`config.mk`:
```
export PLATFORM = sky130hd
export DESIGN_NAME = seq_chunk_adder
export DESIGN_NICKNAME = d
export VERILOG_FILES = /design/src/rtl/seq_chunk_adder.sv
export SDC_FILE = /design/constraint.sdc
export NUM_CORES = 1
export LEC_CHECK = 0
export CORE_ASPECT_RATIO = 0.6
export CORE_UTILIZATION = 54
export DETAILED_ROUTE_END_ITERATION = 10
export PLACE_DENSITY = 0.85
export SLEW_MARGIN = 20
export SYNTH_ARGS = -nofsm -noshare
export SYNTH_HDL_FRONTEND = slang
export SYNTH_SLANG_ARGS = --single-unit
```
`constraint.sdc`:
```
create_clock -name clk -period 6.74 [get_ports clk]
set_clock_uncertainty 0.1 [all_clocks]
set_input_delay 0.674 -clock clk [delete_from_list [all_inputs] [get_ports clk]]
set_output_delay 0.674 -clock clk [all_outputs]
set_load 0.05 [all_outputs]
```
`src/rtl/seq_chunk_adder.sv`:
```
// Multi-cycle add/subtract unit for wide operands.
// Each cycle adds one CHUNK-bit slice, starting with the LSB slice. The carry
// between slices is held in a register, so the longest carry chain is CHUNK bits.
// Subtraction is a + ~b + ~cin. The raw carry out is reported, so for a
// subtraction the borrow-out is ~cout.
module seq_chunk_adder #(
  parameter int WIDTH = 32,
  parameter int CHUNK = 8
) (
  input  logic             clk,
  input  logic             rst_n,
  input  logic             start,
  input  logic             sub,
  input  logic [WIDTH-1:0] a,
  input  logic [WIDTH-1:0] b,
  input  logic             cin,
  output logic             busy,
  output logic             done,
  output logic [WIDTH-1:0] sum,
  output logic             cout,
  output logic             ovf
);

  localparam int NCHUNK = WIDTH / CHUNK;
  localparam int IDXW   = (NCHUNK > 1) ? $clog2(NCHUNK) : 1;
  localparam logic [IDXW-1:0] LAST_IDX = IDXW'(NCHUNK - 1);

  typedef enum logic [1:0] {
    IDLE = 2'd0,
    RUN  = 2'd1,
    DONE = 2'd2
  } state_t;

  state_t state_reg, state_next;

  // The operand registers shift right by one slice per RUN cycle, so the
  // slice being added is always in the low CHUNK bits.
  logic [WIDTH-1:0] a_reg, a_next;
  logic [WIDTH-1:0] b_reg, b_next;
  logic [WIDTH-1:0] sum_reg, sum_next;
  logic [WIDTH-1:0] sum_run;
  logic             carry_reg, carry_next;
  logic             cout_reg, cout_next;
  logic             ovf_reg, ovf_next;
  logic [IDXW-1:0]  idx_reg, idx_next;

  logic [CHUNK-1:0]  slice_a;
  logic [CHUNK-1:0]  slice_b;
  logic [CHUNK-1:0]  slice_s;
  logic              slice_c;
  logic              msb_cin;
  logic [NCHUNK-1:0] slice_we;

  assign slice_a = a_reg[CHUNK-1:0];
  assign slice_b = b_reg[CHUNK-1:0];

  // Add one slice, including the carry held from the previous slice.
  assign {slice_c, slice_s} = {1'b0, slice_a} + {1'b0, slice_b} + {{CHUNK{1'b0}}, carry_reg};

  // The carry into the top bit of the slice is recovered from that bit's sum,
  // because sum = a ^ b ^ carry_in. On the last slice this is the carry into the MSB.
  assign msb_cin = slice_s[CHUNK-1] ^ slice_a[CHUNK-1] ^ slice_b[CHUNK-1];

  // Only the slice selected by the index is updated. All other result bits
  // keep their earlier values.
  generate
    for (genvar gi = 0; gi < NCHUNK; gi++) begin : g_slice
      assign slice_we[gi] = (state_reg == RUN) && (idx_reg == IDXW'(gi));
      assign sum_run[gi*CHUNK +: CHUNK] = slice_we[gi] ? slice_s : sum_reg[gi*CHUNK +: CHUNK];
    end
  endgenerate

  // Next-state and datapath update; every register holds unless its state assigns it.
  always_comb begin
    state_next = state_reg;
    a_next     = a_reg;
    b_next     = b_reg;
    sum_next   = sum_reg;
    carry_next = carry_reg;
    cout_next  = cout_reg;
    ovf_next   = ovf_reg;
    idx_next   = idx_reg;
    case (state_reg)
      IDLE, DONE: begin
        if (start) begin
          state_next = RUN;
          a_next     = a;
          b_next     = sub ? ~b : b;
          carry_next = sub ? ~cin : cin;
          idx_next   = '0;
        end else begin
          state_next = IDLE;
        end
      end
      RUN: begin
        sum_next   = sum_run;
        carry_next = slice_c;
        a_next     = a_reg >> CHUNK;
        b_next     = b_reg >> CHUNK;
        if (idx_reg == LAST_IDX) begin
          cout_next  = slice_c;
          ovf_next   = msb_cin ^ slice_c;
          state_next = DONE;
        end else begin
          idx_next = idx_reg + 1'b1;
        end
      end
      default: state_next = IDLE;
    endcase
  end

  // State register. The reset drops any operation in flight.
  always_ff @(posedge clk or negedge rst_n) begin
    if (!rst_n) begin
      state_reg <= IDLE;
    end else begin
      state_reg <= state_next;
    end
  end

  // Operand, carry, slice index and result registers.
  always_ff @(posedge clk or negedge rst_n) begin
    if (!rst_n) begin
      a_reg     <= '0;
      b_reg     <= '0;
      sum_reg   <= '0;
      carry_reg <= 1'b0;
      cout_reg  <= 1'b0;
      ovf_reg   <= 1'b0;
      idx_reg   <= '0;
    end else begin
      a_reg     <= a_next;
      b_reg     <= b_next;
      sum_reg   <= sum_next;
      carry_reg <= carry_next;
      cout_reg  <= cout_next;
      ovf_reg   <= ovf_next;
      idx_reg   <= idx_next;
    end
  end

  assign busy = (state_reg == RUN);
  assign done = (state_reg == DONE);
  assign sum  = sum_reg;
  assign cout = cout_reg;
  assign ovf  = ovf_reg;

endmodule

```
# ---- Yosys cells after proc, flatten, opt, wreduce, memory -nomap -nowiden
# Index checks and enable logic that the tools add are counted.
dict set report totals {
  regBits 103
  word_cells 56
}
dict set report classes {
  muxes 14
  addsub 3
  bitwise_logic 5
  n_reduce_logical 15
  eq_ne 8
}
# operator count
set ops {}
lappend ops {{one-hot mux 32 bit (2 select lines)} 2}
lappend ops {{2-to-1 mux 32 bit} 3}
lappend ops {{inverter 32 bit} 1}
lappend ops {{AND reduction 2 bit} 6}
lappend ops {{adder 8 x 8 -> 9 bit} 1}
lappend ops {{adder 9 x 1 -> 9 bit} 1}
lappend ops {{one-hot mux 2 bit (2 select lines)} 2}
lappend ops {{equality test 2 bit, second input constant} 3}
lappend ops {{2-to-1 mux 2 bit} 3}
lappend ops {{equality test 2 x 1 -> 1 bit, second input constant} 2}
lappend ops {{logical AND 1 bit} 4}
lappend ops {{zero test 2 bit} 2}
lappend ops {{!= test 2 bit, second input constant} 2}
lappend ops {{2-to-1 mux 1 bit} 3}
lappend ops {{AND reduction 3 bit} 1}
lappend ops {{XOR 1 bit} 3}
lappend ops {{adder 2 x 1 -> 2 bit, second input constant} 1}
lappend ops {{!= test 2 x 1 -> 1 bit, second input constant} 1}
lappend ops {{one-hot mux 1 bit (2 select lines)} 1}
lappend ops {{nonzero test 2 bit} 1}
lappend ops {{OR reduction 2 bit} 1}
lappend ops {{inverter 1 bit} 1}

# ---- Longest topological paths before layout
# Gate-level depths: netlist of the first run.
dict set report logic_depth {
  word_depth 5
  mapped_depth 8
  ltp_nobuf 8
}

# ---- Least setup slack after synthesis of the first run
# OpenSTA, ideal clock, no wires.
dict set report synth_timing {
  path_kind {register -> register}
  startpoint {register a_reg[0]}
  endpoint {register ovf_reg, in the netlist ovf}
  stages_incl_launch_ff 9
  path_slack_ps 4273
  t_arrival_ps 2287
  setup_ps 80
  cell_sequence {dfrtp_1 -> fa_1 -> inv_1 -> fa_1 -> and2b_1 -> o211a_1 -> or3_1 -> a221o_1 -> o211ai_2}
}
dict set report synth_via {
  elab_chain_cells 5
}
# item line
set synth_rtl {}
lappend synth_rtl {{start, declared} 38} ;# logic [WIDTH-1:0] a_reg, a_next;
lappend synth_rtl {{start signal, assigned} 132} ;# a_reg <= a_next;
lappend synth_rtl {{adder 8 x 8 -> 9 bit *} 58} ;# assign {slice_c, slice_s} = {1'b0, slice_a} + {1'b0, slice_b} + {{CHUNK{1'b0}}, carry_reg};
lappend synth_rtl {{adder 9 x 1 -> 9 bit *} 58}
lappend synth_rtl {{XOR 1 bit (2 in a row)} 62} ;# assign msb_cin = slice_s[CHUNK-1] ^ slice_a[CHUNK-1] ^ slice_b[CHUNK-1];
lappend synth_rtl {{XOR 1 bit *} 102} ;# ovf_next = msb_cin ^ slice_c;
lappend synth_rtl {{end signal, assigned} 137} ;# ovf_reg <= ovf_next;
lappend synth_rtl {{end, declared} 44} ;# logic ovf_reg, ovf_next;
# Mark *: on every way between the ends. The rest lies on a longest branch, timed or not.
# A chain may end at the register's enable or synchronous reset.

# ---- Worst setup path in the final report of the first run
dict set report layout_timing {
  startpoint {register state_reg[1]}
  endpoint {output busy}
}
dict set report layout_via {
  elab_chain_cells 1
}
# item line
set layout_rtl {}
lappend layout_rtl {{start, declared} 34} ;# state_t state_reg, state_next;
lappend layout_rtl {{start signal, assigned} 117} ;# state_reg <= state_next;
lappend layout_rtl {{equality test 2 x 1 -> 1 bit} 142} ;# assign busy = (state_reg == RUN);
lappend layout_rtl {{end, declared} 17} ;# output logic busy,
# Every way passes these cells.

==> results.json, run 1 <==
{
  "outcome": "complete, no violations",
  "yosysUniqueCellTypes": 41,
  "endpoint_kind": "output pin",
  "drv_slew": 0,
  "cts_buffer_depth": 2,
  "cts_hold_buf": 0,
  "maxCapViolCount": 0,
  "drive_above_1_share_pct": 5.76,
  "initial_core_util_pct": 57.6,
  "rows": 25,
  "ant_nets": 0,
  "grt_pass1_vias": 3528,
  "cts_root_buffer": "clkbuf_16",
  "die_w_um": 123,
  "clock-sinks": 103,
  "antenna_found_initial": 0,
  "syn_to_final_growth_pct": 31.0,
  "cts_resized": 0,
  "wire_per_inst_um": 17.1,
  "period_needed_ns": 3.43,
  "crit_fanout": 55,
  "worstPathRequired_ns": 5.97,
  "hold_slack_ns": 0.116,
  "powerDensity_nw_per_um2": 558,
  "synth_edf_count": 0,
  "synth_top_flop_cell": "dfrtp_1",
  "relSlewSlack_pct": 33.9,
  "drt-pass1-iter-count": 5,
  "ys_seq_area_share_pct": 54.8,
  "grt-ovfl-total": 0,
  "synthCells": 442,
  "vias": 3784,
  "diodes": 0,
  "routed_wl_um": 11100,
  "chipHeight_um": 74.3,
  "grt_util_all_layers_pct": 26.4,
  "rsz0062_at_grt": "no",
  "core_um2": 8160,
  "cts_max_level": 3,
  "setup-violations-final": 0,
  "layout_common_cells": "dfrtp_1 (103), clkdlybuf4s50_1 (102), nand2_1 (85), xnor2_1 (33), o21ai_1 (32)",
  "placed_area_um2": 5800,
  "cts_tree": "built",
  "grt_max_degree": 80,
  "synth.avg_cell_area_um2": 10.6,
  "r2r-start": "a_reg[0]$_DFFE_PN0P_",
  "hold_class": "in2async",
  "ys_seq_elements": 103,
  "ys_async_sr_fraction_pct": 100,
  "place_congestion": 0.851,
  "cts_setup_buffers": 0,
  "timing.fmax_mhz": 292,
  "grt_first_pass_wirelength_um": 17700,
  "port_buffers": 104,
  "cts.clk_slew.worst_paths_ns": 0.07,
  "viasPerCell": 5.86,
  "final_common_cell": "dfrtp_1",
  "cp-startpoint": "state_reg[1]$_DFFE_PN0P_",
  "cp-start-kind": "flip-flop",
  "rr_worst_depth": 8,
  "setup-tns-final_ns": 0,
  "syn_nets": 524,
  "netlist_area_um2": 4700,
  "clk-insertion-delay-late_ns": 0.35,
  "p_leak_uw": 0.00277,
  "tightest_slew_ns": 0.990,
  "synth_warnings": 0,
  "detailed_place_hpwl_um": 7660,
  "drc_errors": 0,
  "hold_violations": 0,
  "stdcell_area_um2": 6160,
  "io_pins": 105,
  "irDropWorstVdd_uv": 280,
  "numCtsBuffers": 9,
  "nNetsFinal": 615,
  "drt_iter0_drc": 318,
  "min_period_over_period_pct": 50.9,
  "crit_arrival_ns": 2.65,
  "die-area_um2": 9100,
  "path_class": "reg2out"
}
## through the flow
step | total power [uW] | worst slack, ns | util, % | std cells
4_1_cts | 3430 | 3.34 | 75.4 | 646
3_3_place_gp | 2720 | 3.76 | 71.0 | 630
2_1_floorplan | 2270 | 4.27 | - | 442
5_1_grt | 3640 | 3.20 | 75.5 | 646
6_report | 3440 | 3.31 | 75.5 | 646
3_5_place_dp | 2790 | 3.75 | 71.0 | 630
## critical path, stage by stage, from the launching register on
cell	delay, ns
dfrtp_1	0.38
nand2b_1	0.20
inv_2	0.74
clkdlybuf4s50_1	0.96
## cell families (layout without fill, tap and decap cells)
logic type | after synthesis | after routing | share of synthesized area, %
AOI/OAI and AO/OA | 117 | 117 | 18.7
xor gates and xnor gates | 37 | 37 | 6.89
adders and majority gates | 13 | 13 | 3.78
buffers and inverters | 36 | 132 | 3.03
DFF | 103 | 103 | 54.8
muxes | 8 | 8 | 1.91
and+or+nand+nor | 128 | 128 | 10.9
## area by class of cell
| type | count | area (um^2) |
|---|---|---|
| clock buffers | 10 | 229 |
| clock inverters | 6 | 133 |
| fillers | 555 | 2000 |
| inverters | 9 | 33.8 |
| multi-input cells | 303 | 2000 |
| flip-flops and latches | 103 | 2580 |
| well taps | 108 | 135 |
| repair buffers | 107 | 1060 |
## cells in the mapped netlist (all sizes together), types with 2 or more instances
library cell	count	area [um^2]
o211a	3	30.0
a21o	2	16.3
nor3	2	10.0
ha	11	138
xnor2	33	289
xor2	4	35.0
a221o	27	270
a22oi	24	180
inv	9	33.8
nand2	86	325
a21oi	3	15.0
o21ai	34	170
fa	2	40.0
buf	7	33.8
o31ai	5	37.5
nor2	30	113
mux2	8	90.1
nor2b	2	12.5
a211oi	2	15.0
o21a	5	38.8
dfrtp	103	2580
a22o	8	70.1
clkbuf	20	75.1
nand2b	2	12.5
## metal layers
layer	global-route usage, %	vias to the layer above	share of wire [%]
met4	7.32	0	1.2
met2	40.3	168	45
li1	-	1741	-
met3	7.52	14	7.3
met1	37.4	1861	46
met5	0	-	0
## report_power, final
group          switching [uW]  internal [uW]
sequential                188            903
combinational            1090            628
clock                     226            400
## worst paths after layout
| path | to | slack (ns) |
|---|---|---|
| max | busy | 3.31 |
| min | cout$_DFFE_PN0P_ | 0.12 |
| max reg2reg | ovf$_DFFE_PN0P_ | 4.04 |
| min reg2reg | a_reg[8]$_DFFE_PN0P_ | 0.38 |
| max in group asynchronous | idx_reg[0]$_DFFE_PN0P_ | 5.15 |
| min in group clk | a_reg[8]$_DFFE_PN0P_ | 0.38 |
Power figures use the tool's default switching activity.
==> run 2: changes to the inputs <==
--- a/config.mk
+++ b/config.mk
@@ -6,9 +6,9 @@
 export NUM_CORES = 1
 export LEC_CHECK = 0
 export CORE_ASPECT_RATIO = 0.6
-export CORE_UTILIZATION = 54
+export CORE_UTILIZATION = 50
 export DETAILED_ROUTE_END_ITERATION = 10
-export PLACE_DENSITY = 0.85
+export PLACE_DENSITY = 0.79
 export SLEW_MARGIN = 20
 export SYNTH_ARGS = -nofsm -noshare
 export SYNTH_HDL_FRONTEND = slang
==> constraint.sdc (replaced) <==
create_clock -name clk -period 3.3 [get_ports clk]
set_clock_uncertainty 0.1 [all_clocks]
set_input_delay 0.33 -clock clk [delete_from_list [all_inputs] [get_ports clk]]
set_output_delay 0.33 -clock clk [all_outputs]
set_load 0.05 [all_outputs]
==> run 2 against run 1 <==
Largest power group unchanged; combinational power is 110% higher; clock power is 52% higher; non-clock buffer count up 4; count of clock-buffer cells in the layout is 2 higher; setup slack worse by 2.7 ns; largest cell class unchanged; critical path depth unchanged; worst hold slack lost 0.080 ns; highest routed layer unchanged; power is 96% higher; critical endpoint unchanged; register-to-register slack lost 3.4 ns.
==> results.json, run 2 (synthesized netlist as in run 1, its figures left out) <==
{
  "core_um2": 8820,
  "vias": 3677,
  "cp.buffers_inverters": 2,
  "wire_per_inst_um": 17.0,
  "cp_cell_sequence": "nand2b_1 > inv_2 > clkdlybuf4s50_1",
  "clk-insertion-delay-late_ns": 0.34,
  "crit_fanout": 30,
  "cts_hold_buf": 0,
  "seq_area_um2": 2580,
  "rr_worst_depth": 8,
  "r2r_end": "ovf$_DFFE_PN0P_",
  "drc_errors": 0,
  "worstPathRequired_ns": 2.87,
  "diodes": 0,
  "ant_nets": 0,
  "p_sw_share_pct": 45.8,
  "drive_above_1_share_pct": 5.90,
  "cts_tree": "built",
  "cts.clk_slew.worst_paths_ns": 0.07,
  "r2r-start": "a_reg[0]$_DFFE_PN0P_",
  "period_needed_ns": 2.69,
  "hold_class": "in2async",
  "numCtsBuffers": 9,
  "die_w_um": 127,
  "outcome": "complete, no violations",
  "setup-violations-final": 0,
  "p_switching_uw": 3090,
  "chipHeight_um": 77.1,
  "cp_slowest_stage_delay_ns": 0.91,
  "grt_first_pass_wirelength_um": 18700,
  "grt_max_degree": 80,
  "cts_root_buffer": "clkbuf_16",
  "powerDensity_nw_per_um2": 1110,
  "layout_common_cells": "dfrtp_1 (103), clkdlybuf4s50_1 (102), nand2_1 (85), xnor2_1 (33), o21ai_1 (32)",
  "detailed_place_hpwl_um": 8070,
  "rows": 26,
  "setup_slack_ns": 0.607,
  "multiInputGateArea_um2": 1990,
  "cts_setup_buffers": 0,
  "die-area_um2": 9810,
  "pwr-share-clk_pct": 14.1,
  "nFillCells": 691,
  "maxCapViolCount": 0,
  "drt-pass1-iter-count": 5,
  "p_int_uw": 3660,
  "drt_iter0_drc": 261,
  "final_common_cell": "dfrtp_1",
  "p_leak_uw": 0.00274,
  "crit_arrival_ns": 2.26,
  "antenna_found_initial": 0,
  "grt-ovfl-total": 0,
  "nNetsFinal": 619,
  "viasPerCell": 5.50,
  "cts_buffer_depth": 2,
  "cts_max_level": 3,
  "relSlewSlack_pct": 34.8,
  "initial_core_util_pct": 53.4,
  "hold_violations": 0,
  "io_pins": 105,
  "clock-sinks": 103,
  "routed_wl_um": 11300,
  "post-place-ws_ns": 0.722,
  "cp_slowest_cell": "clkdlybuf4s50_1",
  "seqPwrFrac_pct": 32.6,
  "timing.fmax_mhz": 371,
  "cp_top_family": "buffers and inverters",
  "tightest_slew_ns": 0.978,
  "setup-tns-final_ns": 0,
  "pwr-share-comb_pct": 53.3,
  "grt_pass1_vias": 3639,
  "endpoint_kind": "output pin",
  "syn_to_final_growth_pct": 29.8,
  "drv_slew": 0,
  "cts_resized": 0,
  "irDropWorstVdd_uv": 574,
  "grt_util_all_layers_pct": 24.7,
  "port_buffers": 104,
  "min_period_over_period_pct": 81.6,
  "reg2reg_slack_ns": 0.67,
  "cp-start-kind": "flip-flop",
  "place_congestion": 0.852,
  "path_class": "reg2out",
  "rsz0062_at_grt": "no"
}
run 2: cell type report:
cell class              instances  share of cell area (%)
repair buffers                111                    17.8
clock buffers                  12                    3.87
multi-input cells             303                    32.7
clock inverters                 4                   0.369
flip-flops and latches        103                    42.2
well taps                     126                    2.58
inverters                       9                   0.553
run 2: worst max-delay path by stage:
stage	cells past startpoint	endpoint	slack, ns	startpoint
after floorplan	8	ovf$_DFFE_PN0P_	0.83	a_reg[0]$_DFFE_PN0P_
after CTS	3	busy	0.60	state_reg[1]$_DFFE_PN0P_
after detailed placement	8	ovf$_DFFE_PN0P_	0.72	a_reg[0]$_DFFE_PN0P_
final	3	busy	0.61	state_reg[1]$_DFFE_PN0P_
after global placement	8	ovf$_DFFE_PN0P_	0.77	a_reg[0]$_DFFE_PN0P_
after global routing	3	busy	0.50	state_reg[1]$_DFFE_PN0P_
run 2: through the flow:
stage | cells | power, uW | instance area, um^2 | utilization, % | hold slack, ns
global route | 668 | 7170 | 6110 | 69.3 | 0.120
global placement | 652 | 5660 | 5850 | 66.3 | 0.359
CTS | 668 | 6760 | 6110 | 69.3 | 0.0792
floorplan | 442 | 4630 | 4700 | - | -0.0656
detailed placement | 652 | 5780 | 5850 | 66.3 | 0.363
finish | 668 | 6750 | 6110 | 69.3 | 0.0361
run 2: per-layer routing:
layer  global-route usage [%]  part of all wire, %
met4                     5.36                 0.62
met3                     6.35                  6.5
met5                        0                    0
met1                     36.6                   48
met2                     36.3                   44
run 2: worst reg2reg max path: cells and delay by family (launching register included):
kind,cells,cell delay (ns)
buffers and inverters,1,0.10
flip-flops,1,0.40
AO/OA/AOI/OAI,3,0.68
adder cells (fa/ha/maj),2,0.68
AND/OR/NAND/NOR,2,0.61
run 2: power by group through the flow:
stage	sequential [uW]	combinational [uW]	clock (uW)
after floorplan	2820	1810	0
after global placement	2180	3470	0
after detailed placement	2220	3560	0
after CTS	2200	3600	964
after global routing	2270	3880	1020
final	2200	3600	954
